--- src/rtl/hft_pkg.sv ---
// Shared definitions for the ITCH message front end: message geometry,
// accepted opcodes and the enums used by the assembler and the parser.
package hft_pkg;

    localparam int NUM_WORDS = 9;

    localparam logic [7:0] OPC_ADD     = 8'h41;
    localparam logic [7:0] OPC_CANCEL  = 8'h58;
    localparam logic [7:0] OPC_EXECUTE = 8'h45;

    typedef enum logic [1:0] {
        ORDER_ADD     = 2'd0,
        ORDER_CANCEL  = 2'd1,
        ORDER_EXECUTE = 2'd2,
        ORDER_NONE    = 2'd3
    } order_t;

    typedef enum logic {
        TRADE_BUY  = 1'b0,
        TRADE_SELL = 1'b1
    } trade_t;

    typedef enum logic [1:0] {
        STOCK_0 = 2'd0,
        STOCK_1 = 2'd1,
        STOCK_2 = 2'd2,
        STOCK_3 = 2'd3
    } stock_t;

    // Map a message-type byte onto the order kind; ORDER_NONE means unsupported.
    function automatic order_t decode_opcode(input logic [7:0] opc);
        order_t kind;
        case (opc)
            OPC_ADD:     kind = ORDER_ADD;
            OPC_CANCEL:  kind = ORDER_CANCEL;
            OPC_EXECUTE: kind = ORDER_EXECUTE;
            default:     kind = ORDER_NONE;
        endcase
        return kind;
    endfunction

    function automatic logic opcode_valid(input logic [7:0] opc);
        return decode_opcode(opc) != ORDER_NONE;
    endfunction

endpackage

--- src/rtl/sat_counter.sv ---
// Up-counter that sticks at all-ones instead of wrapping; async active-low clear.
module sat_counter #(
    parameter int WIDTH = 16
) (
    input  logic             i_clk,
    input  logic             i_clr_n,
    input  logic             i_inc,
    output logic [WIDTH-1:0] o_count
);

    // Count events until the counter reaches all-ones, then hold.
    always_ff @(posedge i_clk or negedge i_clr_n) begin
        if (!i_clr_n) begin
            o_count <= '0;
        end else if (i_inc && (o_count != '1)) begin
            o_count <= o_count + WIDTH'(1);
        end
    end

endmodule

--- src/rtl/itch_msg_assembler.sv ---
// Collects fixed-length ITCH messages one word per cycle and presents the
// whole message in parallel to the parser. The final word bypasses the fill
// bank so a message can load while the previous one is being delivered.
module itch_msg_assembler
    import hft_pkg::*;
#(
    parameter int REG_WIDTH = 32,
    parameter int NUM_WORDS = hft_pkg::NUM_WORDS,
    parameter int CNT_WIDTH = 16
) (
    input  logic                 i_clk,
    input  logic                 i_rst_n,
    input  logic                 i_word_valid,
    input  logic [REG_WIDTH-1:0] i_word,
    input  logic                 i_sof,
    output logic                 o_word_ready,
    input  logic                 i_book_is_busy,
    output logic [REG_WIDTH-1:0] o_reg_0,
    output logic [REG_WIDTH-1:0] o_reg_1,
    output logic [REG_WIDTH-1:0] o_reg_2,
    output logic [REG_WIDTH-1:0] o_reg_3,
    output logic [REG_WIDTH-1:0] o_reg_4,
    output logic [REG_WIDTH-1:0] o_reg_5,
    output logic [REG_WIDTH-1:0] o_reg_6,
    output logic [REG_WIDTH-1:0] o_reg_7,
    output logic [REG_WIDTH-1:0] o_reg_8,
    output logic                 o_msg_valid,
    output logic [CNT_WIDTH-1:0] o_msg_count,
    output logic [CNT_WIDTH-1:0] o_err_count,
    output logic                 o_drop
);

    localparam int                IDX_W    = $clog2(NUM_WORDS);
    localparam logic [IDX_W-1:0]  LAST_IDX = IDX_W'(NUM_WORDS - 1);

    logic [REG_WIDTH-1:0] fill_q [NUM_WORDS-1];
    logic [REG_WIDTH-1:0] reg_q  [NUM_WORDS];
    logic [IDX_W-1:0]     idx_q;
    logic                 msg_valid_q;
    logic                 drop_q;

    logic at_last;
    logic accept;
    logic resync;
    logic final_acc;
    logic opc_ok;
    logic load;
    logic deliver;

    // The only stall: last word waiting while the output holds an undeliverable message.
    assign at_last      = (idx_q == LAST_IDX);
    assign o_word_ready = !at_last || !msg_valid_q || !i_book_is_busy;
    assign accept       = i_word_valid && o_word_ready;
    // A start-of-frame mid-message abandons the partial message and restarts at word 0.
    assign resync       = accept && i_sof && (idx_q != '0);
    assign final_acc    = accept && at_last && !resync;
    assign opc_ok       = opcode_valid(fill_q[0][7:0]);
    assign load         = final_acc && opc_ok;
    assign deliver      = msg_valid_q && !i_book_is_busy;

    // Word index: advances per accepted word, wraps after the last, restarts on resync.
    always_ff @(posedge i_clk or negedge i_rst_n) begin
        if (!i_rst_n) begin
            idx_q <= '0;
        end else if (accept) begin
            if (resync) begin
                idx_q <= IDX_W'(1);
            end else if (at_last) begin
                idx_q <= '0;
            end else begin
                idx_q <= idx_q + IDX_W'(1);
            end
        end
    end

    // Fill bank holds words 0..N-2 of the message under construction.
    always_ff @(posedge i_clk or negedge i_rst_n) begin
        if (!i_rst_n) begin
            for (int i = 0; i < NUM_WORDS - 1; i++) begin
                fill_q[i] <= '0;
            end
        end else if (accept) begin
            for (int i = 0; i < NUM_WORDS - 1; i++) begin
                if (resync) begin
                    if (i == 0) begin
                        fill_q[i] <= i_word;
                    end
                end else if (idx_q == IDX_W'(i)) begin
                    fill_q[i] <= i_word;
                end
            end
        end
    end

    // Output registers take the fill bank plus the final word only on a good message.
    always_ff @(posedge i_clk or negedge i_rst_n) begin
        if (!i_rst_n) begin
            for (int i = 0; i < NUM_WORDS; i++) begin
                reg_q[i] <= '0;
            end
        end else if (load) begin
            for (int i = 0; i < NUM_WORDS - 1; i++) begin
                reg_q[i] <= fill_q[i];
            end
            reg_q[NUM_WORDS-1] <= i_word;
        end
    end

    // Message-valid: a load wins over a simultaneous delivery.
    always_ff @(posedge i_clk or negedge i_rst_n) begin
        if (!i_rst_n) begin
            msg_valid_q <= 1'b0;
        end else if (load) begin
            msg_valid_q <= 1'b1;
        end else if (deliver) begin
            msg_valid_q <= 1'b0;
        end
    end

    // Drop pulse for a discarded partial message or a complete message with a bad opcode.
    always_ff @(posedge i_clk or negedge i_rst_n) begin
        if (!i_rst_n) begin
            drop_q <= 1'b0;
        end else begin
            drop_q <= resync || (final_acc && !opc_ok);
        end
    end

    sat_counter #(
        .WIDTH (CNT_WIDTH)
    ) u_msg_cnt (
        .i_clk   (i_clk),
        .i_clr_n (i_rst_n),
        .i_inc   (deliver),
        .o_count (o_msg_count)
    );

    sat_counter #(
        .WIDTH (CNT_WIDTH)
    ) u_err_cnt (
        .i_clk   (i_clk),
        .i_clr_n (i_rst_n),
        .i_inc   (drop_q),
        .o_count (o_err_count)
    );

    assign o_msg_valid = msg_valid_q;
    assign o_drop      = drop_q;
    assign o_reg_0     = reg_q[0];
    assign o_reg_1     = reg_q[1];
    assign o_reg_2     = reg_q[2];
    assign o_reg_3     = reg_q[3];
    assign o_reg_4     = reg_q[4];
    assign o_reg_5     = reg_q[5];
    assign o_reg_6     = reg_q[6];
    assign o_reg_7     = reg_q[7];
    assign o_reg_8     = reg_q[8];

endmodule

--- config.mk ---
export PLATFORM = sky130hd
export DESIGN_NAME = itch_msg_assembler
export DESIGN_NICKNAME = d
export VERILOG_FILES = /design/src/rtl/hft_pkg.sv /design/src/rtl/sat_counter.sv /design/src/rtl/itch_msg_assembler.sv
export SDC_FILE = /design/constraint.sdc
export NUM_CORES = 1
export LEC_CHECK = 0
export ABC_AREA = 0
export CORE_MARGIN = 4
export CORE_UTILIZATION = 58
export DETAILED_ROUTE_END_ITERATION = 12
export HOLD_SLACK_MARGIN = 0.08
export PLACE_DENSITY = 0.86
export SKIP_LAST_GASP = 1
export SLEW_MARGIN = 20
export SYNTH_ARGS = -nofsm -noshare
export SYNTH_HDL_FRONTEND = slang
export SYNTH_HIERARCHICAL = 1
export SYNTH_SLANG_ARGS = --single-unit
--- constraint.sdc ---
create_clock -name i_clk -period 5.2 [get_ports i_clk]
set_input_delay 0.78 -clock i_clk [delete_from_list [all_inputs] [get_ports i_clk]]
set_output_delay 0.78 -clock i_clk [all_outputs]
set_load 0.02 [all_outputs]
==> Flow_metrics.wiki, run 1 <==
{| class="wikitable"
! Metric !! Value
|-
| Result of the run || finished, final reports clean
|-
| # port buffers || 359
|-
| Number of antenna violations at the first check in global routing || 1
|-
| CP Data Arrival Time || around 2.5 ns
|-
| CTS root buf || sky130_fd_sc_hd__clkbuf_16
|-
| Post-synthesis sequential area ratio || 0.653
|-
| RSZ-0062 raised after global routing || false
|-
| Most frequent cell after synthesis || sky130_fd_sc_hd__dfrtp_1
|-
| Endpoints failing setup || 0
|-
| Drt first-iter violations || ~700
|-
| Final wirelength || approximately 52000 µm
|-
| CORE AREA || approximately 0.038 mm²
|-
| Distinct cell type count after synthesis || 53
|-
| Multi-input logic area || 0.00741 mm²
|-
| Fraction of layout cells with a size suffix above 1 || 0.383
|-
| Post-CTS setup buffers || 0
|-
| Largest area contributor in the netlist || sky130_fd_sc_hd__dfrtp_1
|-
| DR pass1 iterations || 4
|-
| Asr flop ratio synth || 1.00
|-
| Number of pins exceeding their max-slew limit in the final report || 0
|-
| Global routing usage summed across all routing layers || 0.250
|-
| Die footprint || approximately 0.042 mm²
|-
| Highest ir drop seen on vdd || about 0.34 mV
|-
| Rel. slew slack || 0.250
|-
| Vertical die dimension || 204 µm
|-
| H-tree depth reported by CTS || 2
|-
| Row cnt || slightly above 70
|-
| Critical-path maximum fanout || 8
|-
| Clock Tree Buf Depth || 3
|-
| Share of the synthesized area in the top cell type || 0.653
|-
| TritonCTS clock tree || done
|-
| DRC violation count after routing || 0
|-
| Clock Sink Count || between 500 and 600
|-
| CP Cell Sequence || inv_1 -> ha_1 -> and3b_1 -> nand3_1 -> clkdlybuf4s50_1
|-
| Routability Congestion || a little over 0.8
|-
| Number of vias per cell after detailed routing || about 5.6
|-
| Number of buffers and inverters on the critical path || 2
|-
| Capturing element type of the critical path || output pin
|-
| Clk Latency, worst-skew pair || between 0.6 and 0.7 ns
|-
| Area of all sequential standard cells || 0.0146 mm²
|-
| Global-route wire length before repair || 81900 µm
|-
| Overflow left after global routing || 0
|-
| Classification of the worst-slack hold path || input pin to asynchronous set/reset pin
|-
| Worst path slowest cell || sky130_fd_sc_hd__clkdlybuf4s50_1
|-
| Effective utilization at floorplan || 0.590
|-
| Synthesized area || about 0.022 mm²
|-
| DP Wirelength || 33100 µm
|-
| Final design instance area without fill || 0.0283 mm²
|-
| Share of the clock period used by the worst path after layout || 0.629
|-
| Total of warnings raised by yosys || 6
|-
| Classification of the worst setup path || flip-flop to output pin
|-
| Placed cell areas || 0.0265 mm²
|-
| Area growth from synthesis to layout || 27.0%
|-
| Detailed-route wire length per cell || 22.7 µm
|-
| Predominant post-synthesis flop cell || sky130_fd_sc_hd__dfrtp_1
|-
| Count of flip-flops with a built-in enable after synthesis || 0
|-
| Number of vias in the routed layout || between 10000 and 15000
|-
| Number of standard cells after synthesis || between 1000 and 1500
|-
| Diodes inserted || 0
|-
| I/O pin total || 360
|-
| Hold violation count in the final report || 0
|-
| Post-synth top cells || 582 x sky130_fd_sc_hd__dfrtp_1, 536 x sky130_fd_sc_hd__mux2_2, 32 x sky130_fd_sc_hd__buf_2, 25 x sky130_fd_sc_hd__buf_4
|-
| Max stage delay on crit path || approximately 0.63 ns
|-
| Final clock skew || 0.0235 ns
|-
| Overall die width || between 200 and 250 µm
|-
| Family with the most delay on the worst path || buffers and inverters
|-
| Maximum number of pins on one net before global-route repair || ~130
|-
| Worst Tran Pin Value || between 1 and 1.5 ns
|-
| Worst-path clk slew || about 0.070 ns
|-
| Antenna Violating Nets Remaining || 0
|-
| F_max || between 0.3 and 0.4 GHz
|-
| Leak pwr || approximately 13 nW
|-
| Required time at the endpoint of the critical path || roughly 4.4 ns
|-
| Clock buffer count from CTS || 56
|-
| Number of max-cap violations || 0
|-
| Synthesized netlist net count || around 1400
|-
| Power Density || roughly 410 mW/mm²
|-
| Synthesized area per cell || roughly 16 µm²
|-
| CTS resizes || 0
|-
| Setup TNS after final layout || 0 ns
|-
| Clock period minus final worst setup slack || around 3.3 ns
|-
| Startpoint class of the critical path || flip-flop
|-
| Post-synthesis sequential element count || around 580
|-
| PnR Total Power || approximately 0.012 W
|-
| Count of hold-fix buffers inserted at cts || 0
|-
| Via count of the first global-routing pass || approximately 14000
|-
| Number of nets in the final layout || 1775
|-
| Synth area leaders || sky130_fd_sc_hd__dfrtp_1 65%, sky130_fd_sc_hd__mux2_2 27%, sky130_fd_sc_hd__buf_4 0.84%
|-
| Fill cell total of the finished layout || around 2200
|}
through the flow:
stage | hold WS (ns) | instances | setup slack, ns | util
6_report | 0.193 | 2286 | 1.93 | 0.749
5_1_grt | 0.246 | 2286 | 1.81 | 0.749
4_1_cts | 0.222 | 2286 | 1.93 | 0.749
3_5_place_dp | 0.475 | 2185 | 1.85 | 0.700
3_3_place_gp | 0.451 | 2185 | 1.93 | 0.700
2_1_floorplan | 0.456 | 1354 | 2.88 | -
path summary, 6_finish.rpt:
path | from | to | slack, ns | cells after the start
max | idx_q[0]$_DFFE_PN0P_ | o_word_ready | 1.93 | 5
min | i_rst_n | u_err_cnt/o_count[10]$_DFFE_PN0P_ | 0.19 | 1
max reg2reg | idx_q[0]$_DFFE_PN0P_ | fill_q[240]$_DFFE_PN0P_ | 2.26 | 6
min reg2reg | fill_q[141]$_DFFE_PN0P_ | o_reg_3[13]$_DFFE_PN0P_ | 0.49 | 1
max in group asynchronous | i_rst_n | fill_q[207]$_DFFE_PN0P_ | 3.78 | 2
min in group i_clk | fill_q[141]$_DFFE_PN0P_ | o_reg_3[13]$_DFFE_PN0P_ | 0.49 | 1
power by group:
group | total [W] | internal, W | switching (W)
Sequential | 0.00598 | 0.00545 | 0.000531
Clock | 0.00409 | 0.00238 | 0.00172
Combinational | 0.00159 | 0.000926 | 0.000663
Total | 0.0117 | 0.00875 | 0.00291
registers in the layout (all words and copies together), names as in the netlist, 4 cells and up:
signal             cells
o_reg_8               32
o_reg_1               32
fill_q               256
idx_q                  4
o_reg_0               32
o_reg_3               32
u_msg_cnt/o_count     16
o_reg_4               32
o_reg_5               32
o_reg_2               32
u_err_cnt/o_count     16
o_reg_7               32
o_reg_6               32
kinds of logic after synthesis:
kind of cell,Yosys count,share of synthesized area
simple gates,99,0.0328
buf+inv,65,0.0169
fa+ha+maj,6,0.00336
compound gates,46,0.0151
mux,542,0.274
flops,582,0.653
xor+xnor,14,0.00550
final cells by class:
cell class                 instances  area share
clock buffer                      82      0.0575
clock inverter                    19     0.00843
tap                              511      0.0226
timing repair buffer             380       0.136
sequential                       582       0.514
multi-input combinational        707       0.261
inverter                           5    0.000662
cell usage in the layout, fill, tap and decap left out, types with 7 or more instances in the layout:
cell type                           n
sky130_fd_sc_hd__buf_12             7
sky130_fd_sc_hd__clkbuf_16         56
sky130_fd_sc_hd__nand3_1           11
sky130_fd_sc_hd__o21a_1            10
sky130_fd_sc_hd__clkdlybuf4s50_1  358
sky130_fd_sc_hd__clkbuf_1          13
sky130_fd_sc_hd__buf_4             14
sky130_fd_sc_hd__nand4_1           16
sky130_fd_sc_hd__clkinv_2           8
sky130_fd_sc_hd__xnor2_1           10
sky130_fd_sc_hd__a31oi_1            7
sky130_fd_sc_hd__nand2_1           16
sky130_fd_sc_hd__mux2_2           536
sky130_fd_sc_hd__a21oi_1            9
sky130_fd_sc_hd__dfrtp_1          582
sky130_fd_sc_hd__clkbuf_8          13
per-layer routing:
metal	track usage	share of wire	vias up	routed length, µm
met5	0	0.00025	-	13
met4	0.0694	0.024	2	1260
met3	0.0755	0.074	83	3840
met2	0.419	0.50	339	26100
met1	0.321	0.40	6768	20700
li1	-	-	5634	-
Power figures use the tool's default switching activity.
==> run 2: changes to the inputs <==
--- a/config.mk
+++ b/config.mk
@@ -7,10 +7,10 @@
 export LEC_CHECK = 0
 export ABC_AREA = 0
 export CORE_MARGIN = 4
-export CORE_UTILIZATION = 58
+export CORE_UTILIZATION = 53
 export DETAILED_ROUTE_END_ITERATION = 12
 export HOLD_SLACK_MARGIN = 0.08
-export PLACE_DENSITY = 0.86
+export PLACE_DENSITY = 0.79
 export SKIP_LAST_GASP = 1
 export SLEW_MARGIN = 20
 export SYNTH_ARGS = -nofsm -noshare
==> constraint.sdc (replaced) <==
create_clock -name i_clk -period 3.1 [get_ports i_clk]
set_input_delay 0.465 -clock i_clk [delete_from_list [all_inputs] [get_ports i_clk]]
set_output_delay 0.465 -clock i_clk [all_outputs]
set_load 0.02 [all_outputs]
==> Flow_metrics.wiki, run 2 (synthesis gave the netlist of run 1 again) <==
{| class="wikitable"
! Metric !! Value
|-
| Most frequent cells in the layout || 582 x sky130_fd_sc_hd__dfrtp_1, 536 x sky130_fd_sc_hd__mux2_2, 358 x sky130_fd_sc_hd__clkdlybuf4s50_1, 59 x sky130_fd_sc_hd__clkbuf_16, 28 x sky130_fd_sc_hd__buf_4
|-
| Classification of the worst-slack hold path || input pin to asynchronous set/reset pin
|-
| Required time at the endpoint of the critical path || 2.63 ns (-1.79 ns)
|-
| Register-to-register path setup slack || 0.38 ns (-1.88 ns)
|-
| H-tree depth reported by CTS || 2 (unchanged)
|-
| Final wirelength || 52400 µm (+1.0%)
|-
| Worst Tran Pin Value || 0.741 ns (-0.381 ns)
|-
| Clock Tree Buf Depth || 3 (unchanged)
|-
| Area growth from synthesis to layout || 28.9%
|-
| Start point of the critical path || idx_q[0]$_DFFE_PN0P_
|-
| CTS root buf || sky130_fd_sc_hd__clkbuf_16
|-
| Number of pins exceeding their max-slew limit in the final report || 0 (unchanged)
|-
| DP Wirelength || 35100 µm (+6.1%)
|-
| CTS resizes || 0 (unchanged)
|-
| Power Density || 686 mW/mm² (+67%)
|-
| Row cnt || 74 (+4.2%)
|-
| Antenna Violating Nets Remaining || 0 (unchanged)
|-
| Fraction of layout cells with a size suffix above 1 || 0.391 (+0.00882)
|-
| Number of nets in the final layout || 1801 (+1.5%)
|-
| DR pass1 iterations || 4 (unchanged)
|-
| Worst hold slack || 0.453 ns (+0.261 ns)
|-
| Number of vias per cell after detailed routing || 5.53 (-1.5%)
|-
| Number of vias in the routed layout || 12909 (+0.65%)
|-
| RSZ-0062 raised after global routing || false
|-
| Most common library cell in the layout ignoring fill and taps || sky130_fd_sc_hd__dfrtp_1
|-
| Number of max-cap violations || 0 (unchanged)
|-
| Maximum number of pins on one net before global-route repair || 91 (-32%)
|-
| Clock period minus final worst setup slack || between 2 and 3 ns
|-
| Post-route core utilization || 0.698 (-0.0508)
|-
| Effective utilization at floorplan || 0.541 (-0.0481)
|-
| Post-CTS setup buffers || 0 (unchanged)
|-
| Global-route wire length before repair || 81700 µm (-0.24%)
|-
| Critical-path maximum fanout || 8 (unchanged)
|-
| Flip-flop count of the largest register, all copies and words added || 256 (unchanged)
|-
| Via count of the first global-routing pass || 13918 (-0.56%)
|-
| # port buffers || 359 (unchanged)
|-
| Worst path slowest cell || sky130_fd_sc_hd__clkdlybuf4s50_1
|-
| Endpoints failing setup || 0 (unchanged)
|-
| Global routing usage summed across all routing layers || 0.231 (-0.0194)
|-
| Startpoint of the worst-slack reg-to-reg timing path || idx_q[0]$_DFFE_PN0P_
|-
| Result of the run || finished, final reports clean
|-
| Drt first-iter violations || 758 (+7.5%)
|-
| Detailed-route wire length per cell || 22.4 µm (-1.1%)
|-
| Startpoint class of the critical path || flip-flop
|-
| Register name with the most flops || fill_q
|-
| Diodes inserted || 0 (unchanged)
|-
| F_max || between 0.3 and 0.4 GHz
|-
| CORE AREA || 0.0412 mm² (+8.9%)
|-
| Rel. slew slack || 0.501 (+0.251)
|-
| CP Cell Sequence || inv_1 -> ha_1 -> and3b_1 -> nand3_1 -> clkdlybuf4s50_1
|-
| Clk Latency, worst-skew pair || 0.60 ns (about the same)
|-
| DRC violation count after routing || 0 (unchanged)
|-
| Clock Sink Count || 582 (unchanged)
|-
| Routability Congestion || 0.803 (-3.4%)
|-
| I/O pin total || 360 (unchanged)
|-
| Die footprint || 0.0454 mm² (+9.1%)
|-
| Classification of the worst setup path || flip-flop to output pin
|-
| Share of the clock period used by the worst path after layout || 0.942
|-
| Hold violation count in the final report || 0 (unchanged)
|-
| Overflow left after global routing || 0 (unchanged)
|-
| Overall die width || 213 µm (+4.4%)
|-
| PnR Total Power || 0.0197 W (+69%)
|-
| Worst-path clk slew || 0.06 ns (about the same)
|-
| TritonCTS clock tree || done
|-
| Setup TNS after final layout || 0 ns (unchanged)
|-
| Max stage delay on crit path || 0.61 ns (-0.02 ns)
|-
| Number of antenna violations at the first check in global routing || 1 (unchanged)
|-
| Capturing element type of the critical path || output pin
|-
| Highest ir drop seen on vdd || 0.559 mV (+66%)
|-
| Vertical die dimension || 213 µm (+4.4%)
|-
| CP Data Arrival Time || 2.46 ns (-0.03 ns)
|-
| Clock buffer count from CTS || 57 (+1.8%)
|-
| Leak pwr || 13.4 nW (+1.5%)
|-
| Final clock skew || 0.0154 ns (-0.00807 ns)
|}
## run 2: cell count changes in the layout (fill, tap and decap cells not counted), moves of 2 or more
cell	change
sky130_fd_sc_hd__buf_4	+14
sky130_fd_sc_hd__inv_6	-2
sky130_fd_sc_hd__clkbuf_16	+3
sky130_fd_sc_hd__buf_12	+10
## run 2: layout make-up
cell class,count,area [µm²]
Clock inverter,18,228
Fill cell,2735,12400
Timing Repair Buffer,405,4160
Tap cell,532,666
Clock buffer,87,1720
Inverter,5,18.8
Multi-Input combinational cell,707,7410
Sequential cell,582,14600
## run 2: power breakdown
| group | switching (W) | internal, W | leakage (nW) |
|---|---|---|---|
| clock network | 0.00282 | 0.00423 | 0.959 |
| registers | 0.000852 | 0.00914 | 7.78 |
| logic | 0.00111 | 0.00158 | 4.68 |
| total | 0.00479 | 0.0149 | 13.4 |
## run 2: per-stage QoR
step,area (µm²),cells,setup WS (ns)
4_1_cts,28800,2336,0.120
5_1_grt,28800,2336,0.0556
6_report,28800,2336,0.179
3_5_place_dp,26800,2230,0.416
3_3_place_gp,26800,2230,0.454
2_1_floorplan,22300,1354,0.870
## run 2: worst paths after layout
kind / cells past startpoint / end
setup / recovery: 5 / o_word_ready
hold / removal: 2 / u_err_cnt/o_count[7]$_DFFE_PN0P_
setup reg to reg: 8 / o_reg_6[11]$_DFFE_PN0P_
hold reg to reg: 1 / o_reg_0[6]$_DFFE_PN0P_
max in group asynchronous: 4 / o_reg_2[13]$_DFFE_PN0P_
min in group i_clk: 1 / o_reg_0[6]$_DFFE_PN0P_
## run 2: worst max-delay path: cells and delay by family, from the launching register on
family,cells,cell delay [ns]
adder cells (fa/ha/maj),1,0.31
AND/OR/NAND/NOR,2,0.38
buffers and inverters,2,0.73
flip-flops,1,0.45
## run 2: repair_timing
item	4_1_cts	5_1_grt
endpoints found under the hold margin	53	0
endpoints found under the setup margin	0	0
hold buffers	1	0
## run 2: routing by layer
metal / routed length [µm] / share of wire / vias up / track usage
met3: 3450 / 0.066 / 73 / 0.0620
li1: - / - / 5670 / -
met4: 995 / 0.019 / 0 / 0.0596
met2: 25900 / 0.49 / 329 / 0.386
met5: 0 / 0 / - / 0
met1: 22000 / 0.42 / 6837 / 0.303
==> run 3: changes to the inputs <==
--- a/config.mk
+++ b/config.mk
@@ -9,6 +9,7 @@
 export CORE_MARGIN = 4
 export CORE_UTILIZATION = 53
 export DETAILED_ROUTE_END_ITERATION = 12
+export GPL_TIMING_DRIVEN = 0
 export HOLD_SLACK_MARGIN = 0.08
 export PLACE_DENSITY = 0.79
 export SKIP_LAST_GASP = 1
==> Flow_metrics.wiki, run 3 (synthesis gave the netlist of run 1 again) <==
{| class="wikitable"
! Metric !! Value
|-
| Classification of the worst setup path || flip-flop to output pin
|-
| Reg-to-reg endpoint || o_reg_3[24]$_DFFE_PN0P_
|-
| DP Wirelength || 38500 µm (+9.6%)
|-
| H-tree depth reported by CTS || 2 (unchanged)
|-
| Fill cell total of the finished layout || 2723 (-0.44%)
|-
| Number of max-cap violations || 0 (unchanged)
|-
| Critical-path maximum fanout || 8 (unchanged)
|-
| Area of all sequential standard cells || 0.0146 mm² (unchanged)
|-
| Area growth from synthesis to layout || 28.6%
|-
| Setup TNS after final layout || 0 ns (unchanged)
|-
| Worst hold path depth || 3
|-
| Vertical die dimension || 213 µm (unchanged)
|-
| Global routing usage summed across all routing layers || 0.245 (+0.0148)
|-
| Sw Ratio || 0.244 (+0.00197)
|-
| I/O pin total || 360 (unchanged)
|-
| Drt first-iter violations || 638 (-16%)
|-
| Detailed-route wire length per cell || 23.4 µm (+4.5%)
|-
| Share of power burned in combinational logic || 0.137 (about the same)
|-
| Switching power || 0.00481 W (+0.52%)
|-
| Result of the run || finished, final reports clean
|-
| Share of the clock period used by the worst path after layout || 0.935 (-0.00735)
|-
| Routability Congestion || 0.798 (-0.63%)
|-
| Worst hold slack || 0.338 ns (-0.115 ns)
|-
| Number of vias per cell after detailed routing || 5.52 (-0.14%)
|-
| Min-delay src || i_word_valid
|-
| Row cnt || 74 (unchanged)
|-
| Most frequent cells in the layout || 582 x sky130_fd_sc_hd__dfrtp_1, 536 x sky130_fd_sc_hd__mux2_2, 357 x sky130_fd_sc_hd__clkdlybuf4s50_1, 59 x sky130_fd_sc_hd__clkbuf_16, 32 x sky130_fd_sc_hd__buf_2
|-
| Number of pins exceeding their max-slew limit in the final report || 0 (unchanged)
|-
| Clock buffer count from CTS || 58 (+1.8%)
|-
| Clock period minus final worst setup slack || 2.90 ns (-0.0228 ns)
|-
| Rel. slew slack || 0.409 (-0.0920)
|-
| Multi-input logic area || 0.00738 mm² (-0.32%)
|-
| CTS root buf || sky130_fd_sc_hd__clkbuf_16
|-
| Diodes inserted || 0 (unchanged)
|-
| Endpoints failing setup || 0 (unchanged)
|-
| Clock Power Share || 0.356 (about the same)
|-
| Most common library cell in the layout ignoring fill and taps || sky130_fd_sc_hd__dfrtp_1
|-
| CP Data Arrival Time || 2.43 ns (-0.03 ns)
|-
| Register name with the most flops || fill_q
|-
| Internal portion of total power || 0.0149 W (-0.55%)
|-
| Number of vias in the routed layout || 12996 (+0.67%)
|-
| Clk Latency, worst-skew pair || 0.61 ns (about the same)
|-
| CORE AREA || 0.0412 mm² (unchanged)
|-
| DR pass1 iterations || 4 (unchanged)
|-
| Worst-path clk slew || 0.06 ns (about the same)
|-
| F_max || 0.345 GHz (+0.79%)
|-
| Worst Tran Pin Value || 0.879 ns (+0.138 ns)
|-
| PnR Total Power || 0.0197 W (-0.29%)
|-
| Effective utilization at floorplan || 0.541 (unchanged)
|-
| Hold Path End || idx_q[2]$_DFFE_PN0P_
|-
| Length in cells of the worst reg-to-reg path || 8 (unchanged)
|-
| Leak pwr || 13.5 nW (+0.61%)
|-
| Clock Tree Buf Depth || 3 (unchanged)
|-
| DRC violation count after routing || 0 (unchanged)
|-
| Power Density || 686 mW/mm² (about the same)
|-
| Startpoint class of the critical path || flip-flop
|-
| Final clock skew || 0.0280 ns (+0.0125 ns)
|-
| Number of nets in the final layout || 1822 (+1.2%)
|-
| Capturing element type of the critical path || output pin
|-
| Clock Sink Count || 582 (unchanged)
|-
| Fraction of layout cells with a size suffix above 1 || 0.394 (+0.00305)
|-
| Final wirelength || 55200 µm (+5.4%)
|-
| Via count of the first global-routing pass || 14101 (+1.3%)
|-
| Antenna Violating Nets Remaining || 0 (unchanged)
|-
| # port buffers || 358 (-0.28%)
|-
| Classification of the worst-slack hold path || input pin to flip-flop
|-
| Highest ir drop seen on vdd || 0.527 mV (-5.7%)
|-
| Global-route wire length before repair || 85300 µm (+4.5%)
|-
| Register-to-register path setup slack || 0.25 ns (-0.13 ns)
|-
| Hold violation count in the final report || 0 (unchanged)
|-
| Startpoint of the worst-slack reg-to-reg timing path || idx_q[0]$_DFFE_PN0P_
|-
| Die footprint || 0.0454 mm² (unchanged)
|-
| Flip-flop count of the largest register, all copies and words added || 256 (unchanged)
|-
| TritonCTS clock tree || done
|-
| Overall die width || 213 µm (unchanged)
|-
| Post-CTS setup buffers || 0 (unchanged)
|-
| Seq pwr share || 0.506 (about the same)
|-
| Number of antenna violations at the first check in global routing || 0 (-1)
|-
| Overflow left after global routing || 0 (unchanged)
|-
| Maximum number of pins on one net before global-route repair || 105 (+15%)
|-
| Required time at the endpoint of the critical path || 2.63 ns (about the same)
|-
| RSZ-0062 raised after global routing || false
|}
## run 3: cell types whose count changed in the layout (fill, tap and decap cells not counted), moves of 2 or more
cell                         before  now
sky130_fd_sc_hd__nor2_1           6    9
sky130_fd_sc_hd__clkbuf_1        14   17
sky130_fd_sc_hd__nor2_4           3    0
sky130_fd_sc_hd__buf_2            0   32
sky130_fd_sc_hd__buf_16           0    6
sky130_fd_sc_hd__buf_4           28   25
sky130_fd_sc_hd__buf_12          17    0
sky130_fd_sc_hd__clkinvlp_4       2    0
## run 3: power groups by stage
stage | logic [W] | clock network [W] | registers [W]
after global placement | 0.00255 | 0 | 0.0100
after detailed placement | 0.00272 | 0 | 0.0101
after floorplan | 0.00187 | 0 | 0.00986
after CTS | 0.00275 | 0.00715 | 0.00995
after global routing | 0.00297 | 0.00748 | 0.0101
final | 0.00270 | 0.00701 | 0.00996
## run 3: worst max-delay path, stage by stage, from the launching register on
cell and delay, ns:
sky130_fd_sc_hd__dfrtp_1 0.45, sky130_fd_sc_hd__inv_1 0.11, sky130_fd_sc_hd__ha_1 0.30, sky130_fd_sc_hd__and3b_1 0.25, sky130_fd_sc_hd__nand3_1 0.09, sky130_fd_sc_hd__clkdlybuf4s50_1 0.62
## run 3: timing repair
action	4_1_cts	5_1_grt
resized for setup	0	0
hold endpoints to repair	59	0
hold buffers	1	0
endpoints found under the setup margin	0	7
## run 3: worst max path at each step
stage / end / start
floorplan: fill_q[225]$_DFFE_PN0P_ / idx_q[0]$_DFFE_PN0P_
CTS: o_reg_3[2]$_DFFE_PN0P_ / idx_q[0]$_DFFE_PN0P_
global route: o_reg_3[2]$_DFFE_PN0P_ / idx_q[0]$_DFFE_PN0P_
finish: o_word_ready / idx_q[0]$_DFFE_PN0P_
global placement: o_reg_8[15]$_DFFE_PN0P_ / i_rst_n
detailed placement: fill_q[175]$_DFFE_PN0P_ / i_sof
## run 3: per-layer routing
layer,vias up,share of wire,GRT usage
met5,-,0,0
met4,0,0.023,0.0649
met3,82,0.068,0.0670
met2,317,0.49,0.405
met1,6901,0.42,0.326
li1,5696,-,-
## run 3: final cells by class
| class | count | share of cell area |
|---|---|---|
| well taps | 532 | 0.0232 |
| clock inverters | 17 | 0.00724 |
| flip-flops and latches | 582 | 0.508 |
| repair buffers | 365 | 0.131 |
| clock buffers | 87 | 0.0600 |
| inverters | 5 | 0.000654 |
| plain buffers | 60 | 0.0125 |
| multi-input cells | 707 | 0.257 |
## run 3: through the flow
step	worst slack (ns)	instance area, µm²	instances	utilization
3_5_place_dp	0.125	26700	2250	0.649
4_1_cts	0.127	28700	2355	0.696
5_1_grt	0.0310	28700	2355	0.696
6_report	0.201	28700	2355	0.696
2_1_floorplan	0.870	22300	1354	-
3_3_place_gp	-23.11	26600	2244	0.645
